**config.mk**
```make
export PLATFORM = sky130hd
export DESIGN_NAME = qdrc_phy_eye_center
export DESIGN_NICKNAME = d
export VERILOG_FILES = /design/src/rtl/qdrc_phy_eye_center.sv
export SDC_FILE = /design/constraint.sdc
export NUM_CORES = 1
export LEC_CHECK = 0
export ABC_AREA = 1
export ABC_CLOCK_PERIOD_IN_PS = 4900
export BUFFER_PORTS_ARGS = -buffer_cell sky130_fd_sc_hd__buf_4
export CAP_MARGIN = 20
export CORE_MARGIN = 2
export CORE_UTILIZATION = 30
export CTS_BUF_LIST = sky130_fd_sc_hd__clkbuf_16
export CTS_CLUSTER_SIZE = 20
export DETAILED_ROUTE_END_ITERATION = 6
export GPL_TIMING_DRIVEN = 0
export PLACE_DENSITY_LB_ADDON = 0.05
export SETUP_SLACK_MARGIN = 0.4
export SLEW_MARGIN = 0
export SYNTH_ARGS = -nofsm -noshare
export SYNTH_HDL_FRONTEND = slang
export SYNTH_SLANG_ARGS = --single-unit
```
**constraint.sdc**
```tcl
create_clock -name clk -period 4.9 [get_ports clk]
set_input_delay 0.98 -clock clk [delete_from_list [all_inputs] [get_ports clk]]
set_output_delay 0.98 -clock clk [all_outputs]
set_load 0.02 [all_outputs]
```
**src/rtl/qdrc_phy_eye_center.sv**
```systemverilog
// Per-bit read-data deskew trainer: sweeps each bit's IODELAY, finds the widest stable eye, and
// parks the tap at its centre. Define QDRC_EYE_RETRAIN_EN for single-bit retrain. DATA_WIDTH >= 2.
module qdrc_phy_eye_center #(
    parameter int unsigned DATA_WIDTH    = 36,
    parameter int unsigned TAP_BITS      = 5,
    parameter int unsigned SETTLE_CYCLES = 16,
    parameter int unsigned SAMPLE_CYCLES = 16,
    parameter int unsigned MIN_EYE       = 3
) (
    input  logic                           clk,
    input  logic                           reset,
    input  logic                           train_start,
`ifdef QDRC_EYE_RETRAIN_EN
    input  logic                           retrain_start,
    input  logic [$clog2(DATA_WIDTH)-1:0]  retrain_idx,
`endif
    output logic                           train_busy,
    output logic                           train_done,
    output logic                           train_fail,
    input  logic [DATA_WIDTH-1:0]          q_rise,
    input  logic [DATA_WIDTH-1:0]          q_fall,
    output logic [DATA_WIDTH-1:0]          dly_inc_dec_n,
    output logic [DATA_WIDTH-1:0]          dly_en,
    output logic [DATA_WIDTH-1:0]          dly_rst,
    output logic [DATA_WIDTH-1:0]          aligned,
    output logic [DATA_WIDTH-1:0]          fail_mask,
    output logic [DATA_WIDTH*TAP_BITS-1:0] tap_value,
    output logic [3:0]                     state_prb
);

    localparam int unsigned IDX_W   = $clog2(DATA_WIDTH);
    localparam int unsigned LEN_W   = TAP_BITS + 1;
    localparam int unsigned CNT_MAX = (SETTLE_CYCLES > SAMPLE_CYCLES) ? SETTLE_CYCLES
                                                                      : SAMPLE_CYCLES;
    localparam int unsigned CNT_W   = $clog2(CNT_MAX + 1);
    localparam logic [LEN_W-1:0] MAX_TAP  = LEN_W'((1 << TAP_BITS) - 1);
    localparam logic [IDX_W-1:0] LAST_BIT = IDX_W'(DATA_WIDTH - 1);

    typedef enum logic [3:0] {
        StIdle      = 4'd0,
        StRstDly    = 4'd1,
        StSettle    = 4'd2,
        StSample    = 4'd3,
        StEval      = 4'd4,
        StStep      = 4'd5,
        StCenterRst = 4'd6,
        StCenterInc = 4'd7,
        StAlign     = 4'd8,
        StNext      = 4'd9,
        StDone      = 4'd10
    } state_e;

    state_e                  state;
    logic [IDX_W-1:0]        bit_idx;
    logic [LEN_W-1:0]        tap;
    logic [LEN_W-1:0]        target;
    logic [CNT_W-1:0]        cnt;
    logic                    centering;
    logic                    gap;
    logic                    single;

    logic [DATA_WIDTH-1:0]   q_rise_r;
    logic [DATA_WIDTH-1:0]   q_fall_r;
    logic                    s_rise;
    logic                    s_fall;
    logic                    good;

    logic                    win_ok;
    logic                    win_first;
    logic [LEN_W-1:0]        run_len;
    logic [LEN_W-1:0]        run_start;
    logic                    run_val;
    logic [LEN_W-1:0]        best_len;
    logic [LEN_W-1:0]        best_start;
    logic [LEN_W-1:0]        run_len_nx;
    logic [LEN_W-1:0]        run_start_nx;
    logic                    run_val_nx;

    logic [TAP_BITS-1:0]     tap_arr [DATA_WIDTH];

    assign good          = s_rise ^ s_fall;
    assign dly_inc_dec_n = '1;
    assign train_fail    = |fail_mask;
    assign state_prb     = state;

    always_comb begin
        tap_value = '0;
        for (int i = 0; i < int'(DATA_WIDTH); i++) begin
            tap_value[i*TAP_BITS +: TAP_BITS] = tap_arr[i];
        end
    end

    // Run tracker for the tap just sampled; a value flip inside good taps starts a new run.
    always_comb begin
        run_len_nx   = run_len;
        run_start_nx = run_start;
        run_val_nx   = run_val;
        if (!win_ok) begin
            run_len_nx = '0;
        end else if (run_len != '0 && win_first == run_val) begin
            run_len_nx = run_len + 1'b1;
        end else begin
            run_len_nx   = LEN_W'(1);
            run_start_nx = tap;
            run_val_nx   = win_first;
        end
    end

    always_ff @(posedge clk) begin
        q_rise_r <= q_rise;
        q_fall_r <= q_fall;
        s_rise   <= q_rise_r[bit_idx];
        s_fall   <= q_fall_r[bit_idx];

        if (reset) begin
            state      <= StIdle;
            bit_idx    <= '0;
            tap        <= '0;
            target     <= '0;
            cnt        <= '0;
            centering  <= 1'b0;
            gap        <= 1'b0;
            single     <= 1'b0;
            win_ok     <= 1'b0;
            win_first  <= 1'b0;
            run_len    <= '0;
            run_start  <= '0;
            run_val    <= 1'b0;
            best_len   <= '0;
            best_start <= '0;
            train_busy <= 1'b0;
            train_done <= 1'b0;
            dly_en     <= '0;
            dly_rst    <= '1;
            aligned    <= '1;
            fail_mask  <= '0;
            tap_arr    <= '{default: '0};
        end else begin
            dly_en  <= '0;
            dly_rst <= '0;
            unique case (state)
                StIdle: begin
                    if (train_start) begin
                        bit_idx    <= '0;
                        single     <= 1'b0;
                        train_busy <= 1'b1;
                        train_done <= 1'b0;
                        fail_mask  <= '0;
                        run_len    <= '0;
                        best_len   <= '0;
                        state      <= StRstDly;
                    end
`ifdef QDRC_EYE_RETRAIN_EN
                    else if (retrain_start && 32'(retrain_idx) < DATA_WIDTH) begin
                        bit_idx                <= retrain_idx;
                        single                 <= 1'b1;
                        train_busy             <= 1'b1;
                        train_done             <= 1'b0;
                        fail_mask[retrain_idx] <= 1'b0;
                        run_len                <= '0;
                        best_len               <= '0;
                        state                  <= StRstDly;
                    end
`endif
                end
                StRstDly: begin
                    dly_rst[bit_idx] <= 1'b1;
                    tap              <= '0;
                    cnt              <= '0;
                    centering        <= 1'b0;
                    run_len          <= '0;
                    run_start        <= '0;
                    run_val          <= 1'b0;
                    best_len         <= '0;
                    best_start       <= '0;
                    state            <= StSettle;
                end
                StSettle: begin
                    if (cnt == CNT_W'(SETTLE_CYCLES - 1)) begin
                        cnt   <= '0;
                        state <= StSample;
                    end else begin
                        cnt <= cnt + 1'b1;
                    end
                end
                StSample: begin
                    if (cnt == '0) begin
                        win_ok    <= good;
                        win_first <= s_rise;
                    end else begin
                        win_ok <= win_ok & good & (s_rise == win_first);
                    end
                    if (cnt == CNT_W'(SAMPLE_CYCLES - 1)) begin
                        cnt   <= '0;
                        state <= centering ? StAlign : StEval;
                    end else begin
                        cnt <= cnt + 1'b1;
                    end
                end
                StEval: begin
                    run_len   <= run_len_nx;
                    run_start <= run_start_nx;
                    run_val   <= run_val_nx;
                    // Strict compare keeps the earliest of equally wide eyes.
                    if (run_len_nx > best_len) begin
                        best_len   <= run_len_nx;
                        best_start <= run_start_nx;
                    end
                    state <= (tap == MAX_TAP) ? StCenterRst : StStep;
                end
                StStep: begin
                    dly_en[bit_idx] <= 1'b1;
                    tap             <= tap + 1'b1;
                    cnt             <= '0;
                    state           <= StSettle;
                end
                StCenterRst: begin
                    dly_rst[bit_idx] <= 1'b1;
                    tap              <= '0;
                    gap              <= 1'b1;
                    if (best_len < LEN_W'(MIN_EYE)) begin
                        fail_mask[bit_idx] <= 1'b1;
                        target             <= '0;
                    end else begin
                        target <= best_start + ((best_len - 1'b1) >> 1);
                    end
                    state <= StCenterInc;
                end
                StCenterInc: begin
                    if (tap == target) begin
                        centering <= 1'b1;
                        cnt       <= '0;
                        state     <= StSettle;
                    end else if (gap) begin
                        gap <= 1'b0;
                    end else begin
                        dly_en[bit_idx] <= 1'b1;
                        tap             <= tap + 1'b1;
                        gap             <= 1'b1;
                    end
                end
                StAlign: begin
                    aligned[bit_idx] <= win_first;
                    if (!win_ok) begin
                        fail_mask[bit_idx] <= 1'b1;
                    end
                    tap_arr[bit_idx] <= target[TAP_BITS-1:0];
                    state            <= StNext;
                end
                StNext: begin
                    if (!single && bit_idx != LAST_BIT) begin
                        bit_idx <= bit_idx + 1'b1;
                        state   <= StRstDly;
                    end else begin
                        state <= StDone;
                    end
                end
                StDone: begin
                    train_done <= 1'b1;
                    train_busy <= 1'b0;
                    state      <= StIdle;
                end
                default: state <= StIdle;
            endcase
        end
    end

endmodule

```
Yosys cells after proc, flatten, opt, wreduce, memory -nomap -nowiden
Index checks and enable logic that the tools add are counted.

Register bits after elaboration: 456. Bits of input ports: 75. Output and inout bits: 367. Word-level logic and storage cells: 196.

Add/sub/neg operators: 6. Order comparisons: 6. Equality and inequality tests: 28. Multiplexer cells: 59. Bitwise operators: 5. Reductions and logical operators: 32.

Operators with widths (count): $mux 36 (6); $bwmux 180 (1); $pmux 36 s3 (1); $pmux 36 s2 (1); $mux 6 (11); $pmux 6 s3 (3); $bwmux 36 (1); $or 36x36->36 (1); $pmux 4 s9 (1); $pmux 6 s2 (3); $reduce_or 36->1 (1); $demux 5 s6 (1); $mux 4 (6); $ne 2x2->1 const B (12); $add 6x1->6 const B (3); $eq 4x3->1 const B (4); $mux 5 (3); $pmux 5 s3 (1); $reduce_and 2->1 (7); $bmux 1 s6 (2); $eq 4x4->1 const B (3); $reduce_and 3->1 (4); $reduce_bool 3->1 (4); $mux 1 (11); other kinds (29) (45).

Logic depth before layout (Yosys ltp)
Depth after elaboration: 7. Gate-level depth with buffers: 17. Gate-level depth less buffers: 17.

Least setup slack after synthesis
OpenSTA, ideal clock, no wires.

Path kind: register -> register. Start: reg run_len[0]. End: reg best_len[1]. Library setup time: 0.115 ns. Arrival: 2.003 ns. Data required time: 4.785 ns. Setup slack: 2.782 ns. Cell stages (with the launch flop): 16. Buffers on the path: 1. Clock period less this slack: 2.118 ns. Path through: dfxtp_1 -> inv_1 -> ha_1 -> nand3_1 -> nand3_1 -> nor2_1 -> ha_1 -> nand2_1 -> nor2_1 -> nand3_1 -> nand2_1 -> nand2_1 -> clkbuf_1 -> nand3_1 -> nand2_1 -> nor2_1.

Word-level cells in the longest chain between the ends: 7. Elaborated cells on any way between the ends: 10. Classes of those cells: add/sub: 1; order compare: 1; eq/ne: 1; mux: 4; reduce/logical: 3.

Ends and longest elaborated chain: from (decl) (RTL line 70) `logic [LEN_W-1:0] run_len;`; from (signal assigned) (RTL line 201) `run_len <= run_len_nx;`; branches (longest 2 deep; another with $add 6x1->6); $mux 6 * (RTL line 100) `end else if (run_len != '0 && win_first == run_val) begin`; $mux 6 * (RTL line 98) `if (!win_ok) begin`; $gt 6x6->1 (RTL line 205) `if (run_len_nx > best_len) begin`; $ne 2x2->1 (no source line); $reduce_and 3->1 (no source line); to (signal assigned) (RTL line 206) `best_len <= run_len_nx;`; to (decl) (RTL line 73) `logic [LEN_W-1:0] best_len;`.

Mark *: on every way between the ends. The select of a mux whose other input is x is not followed. A chain may end at the register's enable or synchronous reset.

Worst setup path after layout
Start: reg fail_mask[11]. End: out train_fail.

Word-level cells in the longest chain between the ends: 1.

Ends and longest elaborated chain: from (decl) (RTL line 26) `output logic [DATA_WIDTH-1:0] fail_mask,`; from (signal assigned) (RTL line 136) `fail_mask <= '0;`; from (signal assigned) (RTL line 148) `fail_mask <= '0;`; from (signal, indexed assignment) (RTL line 222) `fail_mask[bit_idx] <= 1'b1;`; $reduce_or 36->1 (RTL line 83) `assign train_fail = |fail_mask;`; to (decl) (RTL line 19) `output logic train_fail,`.

No other way between the ends.

==> impl_metrics.ini <==
[power_and_ir_drop]
clkPwrFrac = 0.409
pwr-share-comb = 0.166
p_leak_uw = 0.0102
seqPwrFrac = 0.425
switchingPower_uw = 2710
p_int_uw = 6570
swShare = 0.292
finalPower_uw = 9270
irDropWorstVdd_mv = 0.240
power_density_nw_per_um2 = 413

[outcome]
violations = design-rule violations
status = complete, but fails checks

[detailed_routing]
drc = 8
drt_first_pass_iters = 7
via_count = 15600
post_drt_wl_per_cell_um = 19.1
wl_mm = 64.4
drtIter0Drc = 927
drtAntennaViolNets = 0
vias_per_cell = 4.63

[floorplanning]
start_util = 0.303
die_y_um = 240
dieArea_um2 = 57600
fp-row-count = 86
core_region_area_um2 = 55100
pin_count = 442
die-width_um = 240

[critical_path]
critical_path_arrival_ps = 2390
end_kind = output port
cp-start-kind = flop
worstSetupPathType = flop to output port
worstPathMaxFanout = 2
cp_data_required_time_ps = 3920

[synth]
syn_avg_cell_area_um2 = 8.01
yosys_warnings = 0
synth_seq_area_share = 0.547
syn_inst = 2084
synth_area_um2 = 16700
ys_ff_latch = 456
ys_types = 36

[cts]
post-cts-setup-buffer-count = 0
clk-insertion-delay-late_ps = 590
numCtsBuffers = 51
cts-resized-gates = 0
hold_buffers = 0
cts_root_buf = clkbuf_16
cts_buffer_depth = 3
h-tree-depth = 2
tritoncts = done
clk_pin_slew_worst_paths_ps = 60
numClockSinks = 456

[global_routing]
grt_pass1_wl_mm = 94.6
grt_pass1_vias = 15000
grt_max_degree = 14
grt.overflow.total = 0
antenna_found_initial = 0
grt_usage = 0.220

[place]
dpl.hpwl_mm = 48.8
place_congestion = 0.829
port_buffers = 404

[cells_and_area]
regArea_um2 = 9130
drive_gt1_frac = 0.231
diodes = 0
multiInputGateArea_um2 = 6350
fin_nets = 2671
final_common_cell = nand2_1
final_cell_mix = nand2_1, dfxtp_1, buf_4
area_delta_synth_final_pct = 34.4
fill_cells = 5710

[timing]
rsz0062_at_grt = no
maxSlewViolCount = 0
fin_tns_setup_ps = 0
hold_viol = 0
skew_ps = 13.9
max-slew-margin-rel = 0.293
worst_slew_pin_slew_ps = 1050
finalCriticalPeriod_ps = 3370
fmax_ghz = 0.297
finalSetupViolCount = 0
finalCritPeriodShare = 0.688

[min_path]
min-delay-path-class = flop to flop

[flow_run]
drv_cap = 0
-- power groups by stage --
stage	clock [uW]	sequential [uW]	combinational, uW
floorplan	0	4030	1040
global placement	0	4020	1540
detailed placement	0	4020	1550
CTS	3900	3940	1560
global route	4050	3960	1750
finish	3790	3940	1540
-- metrics by stage --
step	std cells	setup WS [ps]	hold WS (ps)	instance area [um^2]	utilization
CTS	3366	1590	448	22400	0.407
finish	3366	1530	460	22400	0.407
detailed placement	3271	1330	457	20800	0.377
global route	3366	1460	456	22400	0.407
global placement	3271	1480	456	20800	0.377
floorplan	2119	2780	452	16800	-
-- worst paths after layout --
kind,slack [ps],startpoint,endpoint,depth (start not counted)
min reg2reg,460,train_done,train_done,2
min,460,train_done,train_done,2
max reg2reg,2260,win_first,best_len[2],14
max,1530,fail_mask[11],train_fail,5
-- state kept, by name, indices dropped and copies added (netlist names), 4 cells and up --
| signal | cells |
|---|---|
| aligned | 36 |
| best_len | 6 |
| best_start | 6 |
| bit_idx | 6 |
| cnt | 5 |
| dly_en | 36 |
| dly_rst | 36 |
| fail_mask | 36 |
| q_fall_r | 36 |
| q_rise_r | 36 |
| run_len | 6 |
| run_start | 6 |
| state_prb | 4 |
| tap | 6 |
| tap_value | 180 |
| target | 6 |
-- cell usage after synthesis (all sizes together) --
master / instances / share of area
a211oi: 2 / 0.00090
a21oi: 276 / 0.083
a22oi: 1 / 0.00045
a31oi: 1 / 0.00037
buf: 71 / 0.028
clkbuf: 65 / 0.015
clkinv: 2 / 0.00045
conb: 1 / 0.00022
dfxtp: 456 / 0.55
fa: 1 / 0.0012
ha: 19 / 0.014
inv: 168 / 0.038
nand2: 461 / 0.10
nand3: 114 / 0.034
nand3b: 1 / 0.00045
nand4: 16 / 0.0064
nor2: 159 / 0.037
nor3: 6 / 0.0018
nor3b: 1 / 0.00075
nor4: 3 / 0.0011
o211ai: 34 / 0.015
o21ai: 209 / 0.063
o21bai: 2 / 0.00090
o22ai: 1 / 0.00037
or2: 1 / 0.00037
xnor2: 3 / 0.0016
xor2: 10 / 0.0052
-- worst max-delay path, cell delays in order (launching register included) --
cell and delay (ps):
dfxtp_1 310, inv_1 60, nand4_1 130, nor4_1 920
nand3_1 140, buf_4 220
-- cell type report --
class,instances,area share
plain buffers,136,0.0316
clock buffers,53,0.0591
clock inverters,42,0.0139
inverters,170,0.0284
multi-input cells,1357,0.283
flip-flops and latches,456,0.407
well taps,748,0.0417
repair buffers,404,0.135
-- cells by family after synthesis --
group	after synthesis	synth area share
simple gates	762	0.186
compound gates	526	0.164
flops	456	0.547
buf+inv	306	0.0807
fa+ha+maj	20	0.0154
xor+xnor	13	0.00682
other cells	1	0.000225
-- layer usage --
layer / track usage / vias up / wire length, um
met5: 0 / - / 0
met2: 0.358 / 467 / 29600
li1: - / 7764 / -
met1: 0.270 / 7280 / 26900
met3: 0.0815 / 83 / 6000
met4: 0.0655 / 0 / 1890
No activity file was read; power rests on OpenSTA's default activity.
